## src/rtl/cc_pkg.sv

```systemverilog
// Shared types and default geometry for the cache line-fill engine.
package cc_pkg;

   localparam int unsigned CC_ADDR_W     = 32;
   localparam int unsigned CC_DATA_W     = 64;
   localparam int unsigned CC_LINE_BYTES = 64;
   localparam int unsigned CC_IDX_W      = 9;
   localparam int unsigned CC_OFS_W      = $clog2(CC_LINE_BYTES);
   localparam int unsigned CC_TAG_W      = CC_ADDR_W - CC_IDX_W - CC_OFS_W;

   localparam logic [1:0] RRESP_OKAY = 2'b00;

   typedef enum logic [1:0] {
      IDLE  = 2'd0,
      FILL  = 2'd1,
      WRITE = 2'd2
   } fill_state_e;

   typedef struct packed {
      logic [CC_TAG_W-1:0] tag;
      logic [CC_IDX_W-1:0] idx;
      logic [CC_OFS_W-1:0] ofs;
   } cc_addr_t;

endpackage

```

## src/rtl/cc_beat_assembler.sv

```systemverilog
// Line buffer for cc_line_fill_engine: places R beats into their wrap-order slot and
// keeps the sticky per-line error flag.
module cc_beat_assembler
   import cc_pkg::*;
#(
   parameter  int unsigned DATA_W     = CC_DATA_W,
   parameter  int unsigned LINE_BYTES = CC_LINE_BYTES,
   localparam int unsigned LINE_W     = LINE_BYTES * 8,
   localparam int unsigned BEATS      = LINE_W / DATA_W,
   localparam int unsigned SW_W       = $clog2(BEATS)
) (
   input  logic              clk,
   input  logic              rst_n,
   input  logic              clear_i,
   input  logic              beat_i,
   input  logic [DATA_W-1:0] rdata_i,
   input  logic [1:0]        rresp_i,
   input  logic              rlast_i,
   input  logic [SW_W-1:0]   start_word_i,
   output logic [LINE_W-1:0] line_o,
   output logic              first_o,
   output logic              done_o,
   output logic              err_o,
   output logic              err_next_o
);

   logic [LINE_W-1:0] line_q, line_d;
   logic [SW_W-1:0]   cnt_q, cnt_d;
   logic              err_q, err_d;
   logic              last_cnt;
   logic              beat_err;
   logic [SW_W-1:0]   slot;

   assign last_cnt = (cnt_q == SW_W'(BEATS - 1));
   // BEATS is a power of two, so the SW_W-bit sum wraps exactly at the line end
   assign slot     = start_word_i + cnt_q;
   assign beat_err = (rresp_i != RRESP_OKAY) | (rlast_i & ~last_cnt) | (last_cnt & ~rlast_i);

   always_comb begin
      line_d = line_q;
      cnt_d  = cnt_q;
      err_d  = err_q;
      if (clear_i) begin
         cnt_d = '0;
         err_d = 1'b0;
      end else if (beat_i) begin
         for (int unsigned w = 0; w < BEATS; w++) begin
            if (slot == SW_W'(w)) line_d[LINE_W-1-w*DATA_W -: DATA_W] = rdata_i;
         end
         cnt_d = cnt_q + 1'b1;
         err_d = err_q | beat_err;
      end
   end

   always_ff @(posedge clk) begin
      if (!rst_n) begin
         line_q <= '0;
         cnt_q  <= '0;
         err_q  <= 1'b0;
      end else begin
         line_q <= line_d;
         cnt_q  <= cnt_d;
         err_q  <= err_d;
      end
   end

   assign line_o     = line_q;
   assign first_o    = (cnt_q == '0);
   assign done_o     = beat_i & (rlast_i | last_cnt);
   assign err_o      = err_q;
   assign err_next_o = err_d;

endmodule

```

## src/rtl/cc_line_fill_engine.sv

```systemverilog
// Cache line-fill engine: FSM and FIFO/SRAM handshakes around cc_beat_assembler.
// Define CC_CWF_EN to enable the critical-word-first strobe.
module cc_line_fill_engine
   import cc_pkg::*;
#(
   parameter  int unsigned ADDR_W     = CC_ADDR_W,
   parameter  int unsigned DATA_W     = CC_DATA_W,
   parameter  int unsigned LINE_BYTES = CC_LINE_BYTES,
   parameter  int unsigned IDX_W      = CC_IDX_W,
   localparam int unsigned LINE_W     = LINE_BYTES * 8,
   localparam int unsigned BEATS      = LINE_W / DATA_W,
   localparam int unsigned SW_W       = $clog2(BEATS),
   localparam int unsigned OFS_W      = $clog2(LINE_BYTES),
   localparam int unsigned TAG_W      = ADDR_W - IDX_W - OFS_W
) (
   input  logic              clk,
   input  logic              rst_n,
   input  logic [DATA_W-1:0] mem_rdata_i,
   input  logic [1:0]        mem_rresp_i,
   input  logic              mem_rlast_i,
   input  logic              mem_rvalid_i,
   output logic              mem_rready_o,
   input  logic              miss_addr_fifo_empty_i,
   input  logic [ADDR_W-1:0] miss_addr_fifo_rdata_i,
   output logic              miss_addr_fifo_rden_o,
   output logic              wren_o,
   output logic [IDX_W-1:0]  waddr_o,
   output logic [TAG_W:0]    wdata_tag_o,
   output logic [LINE_W-1:0] wdata_data_o,
   output logic              fill_busy_o,
   output logic              fill_err_o,
   output logic              cwf_valid_o,
   output logic [DATA_W-1:0] cwf_data_o
);

   fill_state_e       state_q, state_d;
   logic [ADDR_W-1:0] addr_q, addr_d;
   logic              vld_q, vld_d;
   logic              in_fill;
   logic              in_write;
   logic              hs;
   logic              load;
   logic              done;
   logic              err_q;
   logic              err_next;
   logic              beat0;

   assign in_fill  = (state_q == FILL);
   assign in_write = (state_q == WRITE);
   assign hs       = in_fill & mem_rvalid_i;
   assign load     = ~miss_addr_fifo_empty_i & ((state_q == IDLE) | in_write);

   cc_beat_assembler #(
      .DATA_W     (DATA_W),
      .LINE_BYTES (LINE_BYTES)
   ) u_asm (
      .clk          (clk),
      .rst_n        (rst_n),
      .clear_i      (load),
      .beat_i       (hs),
      .rdata_i      (mem_rdata_i),
      .rresp_i      (mem_rresp_i),
      .rlast_i      (mem_rlast_i),
      .start_word_i (addr_q[OFS_W-1 -: SW_W]),
      .line_o       (wdata_data_o),
      .first_o      (beat0),
      .done_o       (done),
      .err_o        (err_q),
      .err_next_o   (err_next)
   );

   always_comb begin
      state_d = state_q;
      addr_d  = addr_q;
      vld_d   = vld_q;
      if (load) addr_d = miss_addr_fifo_rdata_i;
      // valid bit is registered so the tag word stays stable between writes
      if (done) vld_d = ~err_next;
      case (state_q)
         IDLE:    if (load) state_d = FILL;
         FILL:    if (done) state_d = WRITE;
         WRITE:   state_d = load ? FILL : IDLE;
         default: state_d = IDLE;
      endcase
   end

   always_ff @(posedge clk) begin
      if (!rst_n) begin
         state_q <= IDLE;
         addr_q  <= '0;
         vld_q   <= 1'b0;
      end else begin
         state_q <= state_d;
         addr_q  <= addr_d;
         vld_q   <= vld_d;
      end
   end

   if (OFS_W > SW_W) begin : g_lsb
      logic lsb_unused;
      assign lsb_unused = ^addr_q[OFS_W-SW_W-1:0];
   end

   assign mem_rready_o          = rst_n & in_fill;
   assign miss_addr_fifo_rden_o = rst_n & load;
   assign wren_o                = rst_n & in_write;
   assign fill_err_o            = rst_n & in_write & err_q;
   assign fill_busy_o           = rst_n & (state_q != IDLE);
   assign waddr_o               = addr_q[OFS_W +: IDX_W];
   assign wdata_tag_o           = {vld_q, addr_q[ADDR_W-1 -: TAG_W]};

`ifdef CC_CWF_EN
   assign cwf_valid_o = rst_n & hs & beat0;
   assign cwf_data_o  = rst_n ? mem_rdata_i : '0;
`else
   logic beat0_unused;
   assign beat0_unused = beat0;
   assign cwf_valid_o  = 1'b0;
   assign cwf_data_o   = '0;
`endif

endmodule

```

## config.mk

```make
export PLATFORM = sky130hd
export DESIGN_NAME = cc_line_fill_engine
export DESIGN_NICKNAME = d
export VERILOG_FILES = /design/src/rtl/cc_pkg.sv /design/src/rtl/cc_beat_assembler.sv /design/src/rtl/cc_line_fill_engine.sv
export SDC_FILE = /design/constraint.sdc
export NUM_CORES = 1
export LEC_CHECK = 0
export CAP_MARGIN = 40
export CORE_MARGIN = 1.5
export CORE_UTILIZATION = 23
export CTS_BUF_LIST = sky130_fd_sc_hd__clkbuf_8
export DETAILED_ROUTE_END_ITERATION = 10
export GPL_TIMING_DRIVEN = 0
export PLACE_DENSITY = 0.44
export SETUP_SLACK_MARGIN = 0.02
export SLEW_MARGIN = 40
export SYNTH_ARGS = -nofsm -noshare
export SYNTH_HDL_FRONTEND = slang
export SYNTH_SLANG_ARGS = --single-unit
```

## constraint.sdc

```tcl
create_clock -name clk -period 5.7 [get_ports clk]
set_input_delay 0.57 -clock clk [delete_from_list [all_inputs] [get_ports clk]]
set_output_delay 0.57 -clock clk [all_outputs]
set_load 0.01 [all_outputs]
```

# --- Yosys cells after proc, flatten, opt, wreduce, memory -nomap -nowiden ---
# Cells that the tools add are included.
word_totals:
  register_bits: 551
  inputBits: 103
classes:
  n_mux: 6
  addsub: 2
  bitwise_logic: 21
  n_eq_ne: 12
  reduce_logical: 14
ops:
  columns: ["cell", "count"]
  rows:
  - ["AND reduction 3 bit", 8]
  - ["equality test 3 bit (second input constant)", 5]
  - ["bitwise AND 1 bit", 10]
  - ["equality test 3 x 2 -> 1 bit (second input constant)", 2]
  - ["inverter 1 bit", 6]
  - ["case mux 2 bit (3 select lines)", 1]
  - ["bitwise OR 1 bit", 5]
  - ["2-to-1 mux 2 bit", 2]
  - ["nonzero test 2 bit", 2]
  - ["adder 3 x 1 -> 3 bit (second input constant)", 1]
  - ["adder 3 bit", 1]
  - ["equality test 3 x 1 -> 1 bit (second input constant)", 1]
  - ["logical NOT 3 bit", 1]
  - ["2-to-1 mux 1 bit", 3]
  - ["equality test 2 x 1 -> 1 bit (second input constant)", 1]
  - ["equality test 2 bit (second input constant)", 1]
  - ["logical NOT 2 bit", 1]
  - ["inequality test 2 x 1 -> 1 bit (second input constant)", 1]
  - ["inequality test 2 bit (second input constant)", 1]
  - ["AND reduction 2 bit", 1]
  - ["OR reduction 2 bit", 1]

# --- Logic depth before layout (Yosys ltp) ---
depth:
  ltp_word: 9
  depth_mapped: 8
  ltp_nobuf: 5

# --- Cells and area by module ---
# From an unflattened synthesis, not the netlist that was laid out.
unflattened:
  hier_cells: 2674
  hier_area_um2: 23410.0
modules_own_cells:
  columns: ["module", "instances", "seq_area_each_um2", "area_each_um2", "cells_each"]
  rows:
  - ["cc_beat_assembler", 1, 10329.9, 21408.0, 2431]
  - ["cc_line_fill_engine", 1, 640.6, 2001.9, 243]

# --- Least setup slack after synthesis ---
# OpenSTA, ideal clock, no wires.
synth_timing:
  path_type: "reg2reg"
  from: "register u_asm.cnt_q[0]"
  to: "register u_asm.line_q[179] (netlist: u_asm.line_o[179])"
  stages_incl_launch_ff: 9
  t_arrival_ns: 1.968
  path_buffers: 3
  slack_ns: 3.661
  path_cell_list: "dfxtp_1 > ha_1 > fa_1 > nand4bb_1 > clkbuf_1 > buf_2 > buf_1 > o31ai_1 > a21oi_1"
synth_via:
  elab_chain_len: 3
synth_lines:
  columns: ["item", "line_no", "rtl"]
  rows:
  - ["start: declaration", "cc_beat_assembler.sv:28", "logic [SW_W-1:0] cnt_q, cnt_d;"]
  - ["start signal: assignment", "cc_beat_assembler.sv:62", "cnt_q <= cnt_d;"]
  - ["adder 3 bit", "cc_beat_assembler.sv:36", "assign slot = start_word_i + cnt_q;"]
  - ["equality test 3 bit", "cc_beat_assembler.sv:48", "if (slot == SW_W'(w)) line_d[LINE_W-1-w*DATA_W -: DATA_W] = rdata_i;"]
  - ["AND reduction 3 bit (no source line)", null, null]
  - ["end signal: assignment", "cc_beat_assembler.sv:61", "line_q <= line_d;"]
  - ["end: declaration", "cc_beat_assembler.sv:27", "logic [LINE_W-1:0] line_q, line_d;"]
# No other way between the ends.
# A chain may end at the register's enable or synchronous reset.

# --- Worst setup path after layout ---
layout_timing:
  from: "input rst_n"
  to: "output fill_busy_o"
layout_via:
  elab_chain_len: 1
layout_lines:
  columns: ["item", "line_no", "rtl"]
  rows:
  - ["start: declaration", "cc_line_fill_engine.sv:17", "input logic rst_n,"]
  - ["bitwise AND 1 bit", "cc_line_fill_engine.sv:108", "assign fill_busy_o = rst_n & (state_q != IDLE);"]
  - ["end: declaration", "cc_line_fill_engine.sv:30", "output logic fill_busy_o,"]
# No other way between the ends.

==> impl_metrics.py <==
metrics = {
    "drt": {
        "vias": 26600,
        "routed_wl_um": 151000,
        "final_antenna_net_count": 0,
        "routedWlPerCell_um": 30.5,
        "drtIter0Drc": 2451,
        "drc": 0,
        "viasPerCell": 5.37,
        "drt_first_pass_iters": 6,
    },
    "timing": {
        "fin_skew_ns": 0.0334,
        "worst_slack_ns": 2.22,
        "period_share_pct": 61.1,
        "setup_viol": 0,
        "fin_crit_ns": 3.48,
        "slew_headroom_pct": 42.6,
        "tightest_slew_ns": 0.861,
        "fmax_ghz": 0.287,
        "setup_tns_ns": 0,
        "rsz0062_at_grt": "no",
        "hold_viol": 0,
        "slew_violations": 0,
    },
    "grt": {
        "grt_max_degree": 15,
        "grt_pass1_vias": 25800,
        "grt_overflow": 0,
        "grt_pass1_wl_um": 207000,
        "antenna_found_initial": 8,
        "track_usage_pct": 27.0,
    },
    "yosys": {
        "avgSynthCellArea_um2": 8.94,
        "synth_area_um2": 24300,
        "ys_warn_count": 0,
        "synth-seq-cells": 548,
        "synth_top_area_cell": "dfxtp_1",
        "yosysTopAreaCellShare_pct": 45.1,
        "synth.distinct_cells": 36,
        "syn_inst": 2718,
        "ys_seq_area_share_pct": 45.1,
        "ys_top_cells_by_area": "dfxtp_1 45%, o31ai_1 15%, nand4_1 13%, a21oi_1 11%, clkbuf_1 3.4%",
    },
    "place": {
        "hpwl_um": 111000,
        "dp_cells": 4758,
        "gp_congestion": 0.836,
        "pre_cts_slack_ns": 2.23,
        "port_buffers": 579,
    },
    "setup_path": {
        "criticalPathCategory": "in -> out",
        "r2r_slack_ns": 2.45,
        "worstPathRequired_ns": 5.13,
        "crit_path_cell_trace": "clkdlybuf4s50_1 -> inv_1 -> clkbuf_2 -> clkbuf_1 -> nor2_1 -> clkdlybuf4s50_1",
        "rr_startpoint": "u_asm.cnt_q[0]",
        "critical_path.slowest_cell": "clkbuf_1",
        "worstPathArrival_ns": 2.91,
        "r2r_end": "u_asm.line_o[197]",
        "start_kind": "primary input",
        "reg2regPathDepth": 8,
        "cpPeakStageDelay_ns": 0.53,
        "cp_common_cell": "clkdlybuf4s50_1",
        "end_kind": "output pin",
        "worstPathMaxFanout": 10,
    },
    "floorplanning": {
        "initial_core_util_pct": 23.2,
        "dieWidth_um": 328,
        "die-area_um2": 108000,
        "num_io_pins": 712,
        "die_y_um": 328,
        "rows": 119,
        "core_um2": 105000,
    },
    "clock_tree": {
        "cts-root-buf": "clkbuf_8",
        "clkTransAtPathRegs_ns": 0.06,
        "hold_buffers": 0,
        "cts_resized": 0,
        "clock_sinks": 548,
        "insertion_delay_ns": 0.78,
        "cts_tree": "built",
        "htreeDepth": 3,
        "post_cts_buffers": 0,
        "clk_path_buf_depth": 3,
        "numCtsBuffers": 104,
    },
    "cells_and_area": {
        "layout_commonest_cell": "clkdlybuf4s50_1",
        "layout_common_cells": "579 x clkdlybuf4s50_1, 548 x dfxtp_1, 513 x a21oi_1, 513 x nand4_1, 482 x o31ai_1",
        "nets": 3580,
        "area_delta_synth_final_pct": 41.5,
        "final_cells": 4956,
        "drive_above_1_share_pct": 14.7,
    },
    "power": {
        "irDropWorstVdd_mv": 0.154,
        "finalPower_mw": 9.60,
        "powerDensity_nw_per_um2": 279,
        "leakagePower_nw": 11.2,
    },
    "run_status": {
        "outcome": "finished clean",
    },
    "worst_hold_path": {
        "hold_path_class": "in -> reg",
        "hold_depth": 3,
        "hold_start": "mem_rdata_i[63]",
        "hold-path-endpoint": "u_asm.line_o[319]",
    },
    "flow_run": {
        "maxCapViolCount": 0,
    },
}
-- layout make-up --
class | instances | area [um^2]
Tap cell | 1391 | 1740
Fill cell | 11300 | 70600
Antenna cell | 8 | 20.0
Timing Repair Buffer | 585 | 5960
Clock inverter | 55 | 238
Sequential cell | 548 | 11000
Clock buffer | 135 | 1860
Inverter | 2 | 7.51
Multi-Input combinational cell | 1669 | 10600
Buffer | 563 | 3010
-- state kept, by name, indices dropped and copies added (netlist names) --
name / count
state_q: 2
vld_q: 1
u_asm.cnt_q: 3
u_asm.line_o: 512
u_asm.err_o: 1
addr_q: 29
-- report_power, final --
group / switching, mW / internal (mW) / leakage [nW] / total [mW]
logic: 1.26 / 0.400 / 5.54 / 1.66
registers: 0.0438 / 3.89 / 4.42 / 3.94
clock network: 1.89 / 2.11 / 1.26 / 4.00
total: 3.20 / 6.40 / 11.2 / 9.60
-- through the flow --
stage | utilization [%] | hold slack, ns | instance area, um^2
2_1_floorplan | - | 0.444 | 24500
3_3_place_gp | 30.6 | 0.455 | 32100
3_5_place_dp | 30.7 | 0.457 | 32300
4_1_cts | 32.7 | 0.0821 | 34400
6_report | 32.8 | 0.157 | 34400
5_1_grt | 32.7 | 0.126 | 34400
-- how the worst max path moves through the flow --
stage	cells past startpoint	endpoint	slack (ns)	start
global route	4	miss_addr_fifo_rden_o	2.09	state_q[0]
global placement	6	u_asm.line_o[301]	1.44	rst_n
floorplan	8	u_asm.line_o[179]	3.66	u_asm.cnt_q[0]
detailed placement	6	fill_busy_o	2.23	rst_n
CTS	4	miss_addr_fifo_rden_o	2.23	state_q[0]
finish	6	fill_busy_o	2.22	rst_n
-- worst max-delay path: cells and delay by family --
family	cells	cell delay, ns
AND/OR/NAND/NOR	1	0.19
buffers and inverters	5	2.15
-- layer usage --
layer / vias to the layer above / track usage [%] / part of all wire [%]
li1: 11900 / - / -
met1: 13300 / 34.1 / 42
met2: 1140 / 43.8 / 46
met3: 229 / 7.83 / 8.3
met4: 2 / 9.10 / 3.7
met5: - / 0 / 0.0073
-- Yosys cell counts --
master / number
o31ai_2: 30
o21ai_0: 2
buf_6: 33
and2_1: 1
nand4_1: 513
buf_1: 13
nand4b_1: 1
buf_2: 124
o31ai_1: 482
mux2i_1: 2
dfxtp_1: 548
fa_1: 1
and4b_1: 1
xnor2_1: 2
inv_1: 1
nor3b_1: 1
nor2_1: 10
ha_1: 3
buf_4: 106
o21a_1: 1
o32ai_1: 1
xor3_1: 1
clkbuf_1: 223
a21oi_1: 513
nor4bb_1: 1
nand2b_1: 1
nand2_1: 1
xnor3_1: 1
nand4bb_1: 1
nor3_1: 2
nand3b_1: 1
a22o_1: 29
clkbuf_2: 64
inv_2: 1
and3b_1: 2
conb_1: 1
-- cells by family (layout without fill, tap and decap cells) --
kind of cell | count (synthesis) | after routing | synth area share (%)
fa+ha+maj | 4 | 4 | 0.237
simple gates | 536 | 536 | 13.8
mux | 2 | 2 | 0.0824
compound gates | 1058 | 1058 | 28.1
xor+xnor | 4 | 4 | 0.263
other cells | 1 | 73 | 0.0154
flops | 548 | 548 | 45.1
buf+inv | 565 | 1340 | 12.4
Power figures use the tool's default switching activity.
